### src/rtl/iccm_arb_pkg.sv
// Shared types and default parameters for the ICCM port arbiter.
package iccm_arb_pkg;

  localparam int unsigned ICCM_AW         = 12;
  localparam int unsigned ICCM_DW         = 32;
  localparam int unsigned ICCM_MEM_LAT    = 1;
  localparam int unsigned ICCM_STARVE_MAX = 8;

  typedef enum logic {
    OWN_FETCH = 1'b0,
    OWN_PROG  = 1'b1
  } owner_e;

  typedef struct packed {
    logic   valid;
    owner_e owner;
  } tag_t;

  localparam tag_t TAG_EMPTY = '{valid: 1'b0, owner: OWN_FETCH};

endpackage

### src/rtl/iccm_arb_tag_pipe.sv
// Fixed-depth shift register of read tags, one stage per cycle of ICCM latency.
module iccm_arb_tag_pipe
  import iccm_arb_pkg::*;
#(
  parameter int unsigned DEPTH = ICCM_MEM_LAT
) (
  input  logic clk_i,
  input  logic rst_ni,
  input  tag_t tag_push,
  output tag_t tag_last
);

  tag_t stages [DEPTH];

  always_ff @(posedge clk_i or negedge rst_ni) begin
    if (!rst_ni) begin
      for (int unsigned i = 0; i < DEPTH; i++) begin
        stages[i] <= TAG_EMPTY;
      end
    end else begin
      stages[0] <= tag_push;
      for (int unsigned i = 1; i < DEPTH; i++) begin
        stages[i] <= stages[i-1];
      end
    end
  end

  assign tag_last = stages[DEPTH-1];

endmodule

### src/rtl/iccm_port_arb.sv
// Shares the single-port ICCM between instruction fetch and the programming path.
// Optional prog anti-starvation counter: define ICCM_ARB_STARVE_EN.
module iccm_port_arb
  import iccm_arb_pkg::*;
#(
  parameter int unsigned AW         = ICCM_AW,
  parameter int unsigned DW         = ICCM_DW,
  parameter int unsigned MEM_LAT    = ICCM_MEM_LAT,
  parameter int unsigned STARVE_MAX = ICCM_STARVE_MAX
) (
  input  logic            clk_i,
  input  logic            rst_ni,
  input  logic            prog_mode_i,
  input  logic            f_req_i,
  input  logic [AW-1:0]   f_addr_i,
  output logic            f_gnt_o,
  output logic [DW-1:0]   f_rdata_o,
  output logic            f_rvalid_o,
  input  logic            p_req_i,
  input  logic            p_we_i,
  input  logic [AW-1:0]   p_addr_i,
  input  logic [DW-1:0]   p_wdata_i,
  input  logic [DW/8-1:0] p_wmask_i,
  output logic            p_gnt_o,
  output logic [DW-1:0]   p_rdata_o,
  output logic            p_rvalid_o,
  output logic            m_req_o,
  output logic            m_we_o,
  output logic [AW-1:0]   m_addr_o,
  output logic [DW-1:0]   m_wdata_o,
  output logic [DW/8-1:0] m_wmask_o,
  input  logic [DW-1:0]   m_rdata_i,
  input  logic            m_rvalid_i,
  output logic            err_o
);

  if (MEM_LAT == 0 || STARVE_MAX == 0) begin : g_bad_param
    $error("iccm_port_arb: MEM_LAT and STARVE_MAX must be at least 1");
  end

  logic prog_wins;
  tag_t tag_push;
  tag_t tag_last;

`ifdef ICCM_ARB_STARVE_EN
  localparam int unsigned CW = $clog2(STARVE_MAX + 1);
  logic [CW-1:0] starve_cnt;

  always_ff @(posedge clk_i or negedge rst_ni) begin
    if (!rst_ni) begin
      starve_cnt <= '0;
    end else if (!p_req_i || p_gnt_o) begin
      starve_cnt <= '0;
    end else if (starve_cnt != CW'(STARVE_MAX)) begin
      starve_cnt <= starve_cnt + 1'b1;
    end
  end

  assign prog_wins = (starve_cnt == CW'(STARVE_MAX));
`else
  assign prog_wins = 1'b0;
`endif

  // Grants are gated by reset so nothing reaches the memory while it is held.
  always_comb begin
    f_gnt_o = 1'b0;
    p_gnt_o = 1'b0;
    if (rst_ni) begin
      if (prog_mode_i) begin
        p_gnt_o = p_req_i;
      end else if (p_req_i && (!f_req_i || prog_wins)) begin
        p_gnt_o = 1'b1;
      end else begin
        f_gnt_o = f_req_i;
      end
    end
  end

  always_comb begin
    m_req_o   = 1'b0;
    m_we_o    = 1'b0;
    m_addr_o  = '0;
    m_wdata_o = '0;
    m_wmask_o = '0;
    tag_push  = TAG_EMPTY;
    if (f_gnt_o) begin
      m_req_o  = 1'b1;
      m_addr_o = f_addr_i;
      tag_push = '{valid: 1'b1, owner: OWN_FETCH};
    end else if (p_gnt_o) begin
      m_req_o   = 1'b1;
      m_we_o    = p_we_i;
      m_addr_o  = p_addr_i;
      m_wdata_o = p_wdata_i;
      m_wmask_o = p_wmask_i;
      tag_push  = '{valid: !p_we_i, owner: OWN_PROG};
    end
  end

  iccm_arb_tag_pipe #(
    .DEPTH (MEM_LAT)
  ) u_tag_pipe (
    .clk_i    (clk_i),
    .rst_ni   (rst_ni),
    .tag_push (tag_push),
    .tag_last (tag_last)
  );

  // Routing trusts the tag pipeline; m_rvalid_i only feeds the consistency check.
  always_comb begin
    f_rvalid_o = tag_last.valid && (tag_last.owner == OWN_FETCH);
    p_rvalid_o = tag_last.valid && (tag_last.owner == OWN_PROG);
    f_rdata_o  = f_rvalid_o ? m_rdata_i : '0;
    p_rdata_o  = p_rvalid_o ? m_rdata_i : '0;
  end

  always_ff @(posedge clk_i or negedge rst_ni) begin
    if (!rst_ni) begin
      err_o <= 1'b0;
    end else if (m_rvalid_i != tag_last.valid) begin
      err_o <= 1'b1;
    end
  end

endmodule

### config.mk
export PLATFORM = sky130hd
export DESIGN_NAME = iccm_port_arb
export DESIGN_NICKNAME = d
export VERILOG_FILES = /design/src/rtl/iccm_arb_pkg.sv /design/src/rtl/iccm_arb_tag_pipe.sv /design/src/rtl/iccm_port_arb.sv
export SDC_FILE = /design/constraint.sdc
export NUM_CORES = 1
export LEC_CHECK = 0
export CAP_MARGIN = 10
export CORE_AREA = 3 3 83 85
export CTS_CLUSTER_SIZE = 14
export DETAILED_ROUTE_END_ITERATION = 10
export DIE_AREA = 0 0 86 88
export PLACE_DENSITY = 0.74
export SETUP_SLACK_MARGIN = 0.4
export SLEW_MARGIN = 20
export SYNTH_ARGS = -nofsm -noshare
export SYNTH_HDL_FRONTEND = slang
export SYNTH_SLANG_ARGS = --single-unit
### constraint.sdc
create_clock -name clk_i -period 1.1 [get_ports clk_i]
set_input_delay 0.11 -clock clk_i [delete_from_list [all_inputs] [get_ports clk_i]]
set_output_delay 0.11 -clock clk_i [all_outputs]
set_load 0.03 [all_outputs]
==> results.md <==
* Status: finished, violations left
* Violations in the final reports: negative setup slack
* Slew margin rel. at 78.51%
* GR Layer Usage met2 at 33.01%
* Critical Path Sink Type: output port
* Root buffer cell: clkbuf_8
* Vias in the first global route at 2086
* Syn Nets at 268
* CP startpoint kind: register
* Antenna violations before repair at 0
* Worst Path Required at 0.99 ns
* Die ar. at 7568 um2
* Buffers added on ports at 217
* DR DRC count at 0
* Via count at 2029
* Highest Clock Rate at 710.4 MHz
* Worst-path fanout max at 21
* Die Width at 86 um
* Worst-path clk slew at 0.03 ns
* DR WL/cell at 15.52 um
* H-tree depth at 1
* # nets final at 494
* Worst setup path startpoint: u_tag_pipe.tag_last[1]
* CP delay by family, top: simple AND/OR/NAND/NOR gates
* DR vias/cell at 4.308
* Sequential share of the synthesized area at 6.889%
* Antenna Cells at 0
* Max cap viols at 0
* Setup ws final at -0.3076 ns
* GPL Wtd Cong at 0.7234
* Total track usage at 17.82%
* Largest cells by area after synthesis: and2_1 41%, and3_1 19%, dfrtp_1 6.9%
* Post-layout min period at 1.408 ns
* Fin cells at 471
* Max stage delay on crit path at 0.36 ns
* Pwr Density at 476.3 nW/um2
* Asr flop ratio synth at 100.0%
* Ys Warns at 0
* Ys flop type: dfrtp_1
* Final ANT Viol Nets at 0
* Syn Area/Cell at 6.448 um2
* Floorplan Core Area at 6277 um2
* TritonCTS Buffers at 3
* DRT Pass-1 Iters at 4
* Distinct cell type count after synthesis at 17
* CTS tree: built
* Gr busiest metal: met2
* Clock buffer depth at 2
* Most frequent cell after synthesis: and2_1
* Kind of critical path: reg2out
* Post-DP Area at 3585 um2
* Post-route cell area at 4232 um2
* Cell Chain, Critical Path: and2b_2, buf_12, and2_2, buf_6
* Layout cells sized above 1 at 73.86%
* Die Span Y at 88 um
* Maximum VDD drop at 0.2902 mV
* CP bufs+invs at 2
* Core Rows at 29
* Final setup viols at 102
* Fin. Hold Viols at 0
* Clock sink count at 3
* M1 GR Usage at 21.21%
* Setup tns final at -20.08 ns
* Register bit total from synthesis at 3
* Share of the synthesized area in the top cell type at 40.76%
* # IOs at 218
* Hold Slack at 0.3281 ns
* Worst R2R Start: u_tag_pipe.tag_last[1]
* Grt met3 use at 4.516%
* GR Overflow Total at 0
* Worst Hold Class: in2reg
* Design Power at 2.016 mW
* Final period util at 128.0%
* Synthesis-to-layout area growth at 288.3%
* Starting DRC count in detailed routing at 25
* Initial Utilization at 17.36%
* Area leader, netlist: and2_1
* DP HPWL at 5541 um
* Post-synth EDFFs at 0
* Fillers at 503
* Critical hold path startpoint: rst_ni
* Critical path arrival at 1.30 ns
* Synth Cell Area at 1090 um2
* First-pass GRT wire length at 10920 um
* Worst-margin pin slew at 0.3224 ns
* Worst-Skew Late Latency at 0.22 ns
* Final wirelength at 7311 um
* Max Slew Vio Count at 0
* LEAKAGE at 2.067 nW
* Mapped Cells at 169
* Cell total after placement at 457
* Slowest CP cell: dfrtp_1
* Most common library cells after synthesis: 71 x and2_1, 33 x and3_1, 12 x nand2_1, 12 x nand3_1, 9 x clkbuf_1
* Largest net degree at the start of global routing at 35
* RSZ-0062 raised after global routing: true
* Clock skew at 0.002690 ns
## layout make-up
type                            count  area, um2  share of cell area, %
Multi-Input combinational cell    149       1499                  35.42
Timing Repair Buffer              238       2515                  59.43
Sequential cell                     3      76.32                  1.804
Clock buffer                        4      45.04                  1.064
Tap cell                           77      96.34                  2.277
## where the power goes
| part | internal (mW) | total (mW) | switching, mW |
|---|---|---|---|
| clock | 0.247 | 0.320 | 0.0726 |
| combinational | 0.880 | 1.58 | 0.699 |
| sequential | 0.115 | 0.117 | 0.00170 |
| total | 1.24 | 2.02 | 0.774 |
## state kept, by name, indices dropped and copies added (netlist names)
name                 count
err_o                    1
u_tag_pipe.tag_last      2
## worst reg2reg max path: stages (launching register included)
cell	delay (ns)
dfrtp_1	0.33
buf_4	0.31
xnor2_1	0.16
nand2b_1	0.06
## final timing paths
path	end	slack [ns]	cells after the start
min	u_tag_pipe.tag_last[1]	0.33	3
max reg2reg	err_o	0.12	3
min in group asynchronous	u_tag_pipe.tag_last[0]	0.47	3
max	f_rdata_o[1]	-0.31	4
min reg2reg	err_o	0.49	1
max in group asynchronous	err_o	0.47	3
## routing by layer
layer / vias to the layer above / share of wire (%)
met4: 0 / 0.16
li1: 1006 / -
met1: 925 / 37
met5: - / 0
met2: 96 / 55
met3: 2 / 7.9
## cell families (layout without fill, tap and decap cells)
kind of cell,Yosys count,in the layout,share of synthesized area (%)
buf+inv,17,242,8.495
compound gates,14,14,9.645
flops,3,3,6.888
simple gates,134,134,74.17
xor+xnor,1,1,0.8038
## stage by stage
step                      worst slack [ns]  util, %
after floorplan                   -0.03021        -
after global placement             -0.3799    57.11
after detailed placement           -0.3949    57.11
after CTS                          -0.3103    67.25
after global routing               -0.3650    67.41
final                              -0.3076    67.41
## placed cells by master (no fill, tap or decap)
master / instances
a21boi_1: 1
a21boi_4: 12
and2_2: 4
and2_4: 67
and2b_2: 1
and2b_4: 1
and3_1: 1
and3_2: 14
and3_4: 19
buf_12: 4
buf_16: 4
buf_4: 36
buf_6: 93
buf_8: 4
clkbuf_1: 1
clkbuf_2: 2
clkbuf_8: 3
clkdlybuf4s50_1: 80
dfrtp_1: 2
dfrtp_2: 1
dlygate4sd2_1: 13
dlygate4sd3_1: 1
dlymetal6s2s_1: 1
nand2_4: 12
nand2b_1: 2
nand2b_4: 1
nand3_2: 12
o21a_4: 1
xnor2_1: 1
## repair_timing
item,in CTS,in global routing
pin swaps,16,5
setup buffers,5,0
gates resized for setup,147,5
setup endpoints to repair,122,121
gates cloned,4,0
hold endpoints to repair,3,3
No activity file was read; power rests on OpenSTA's default activity.
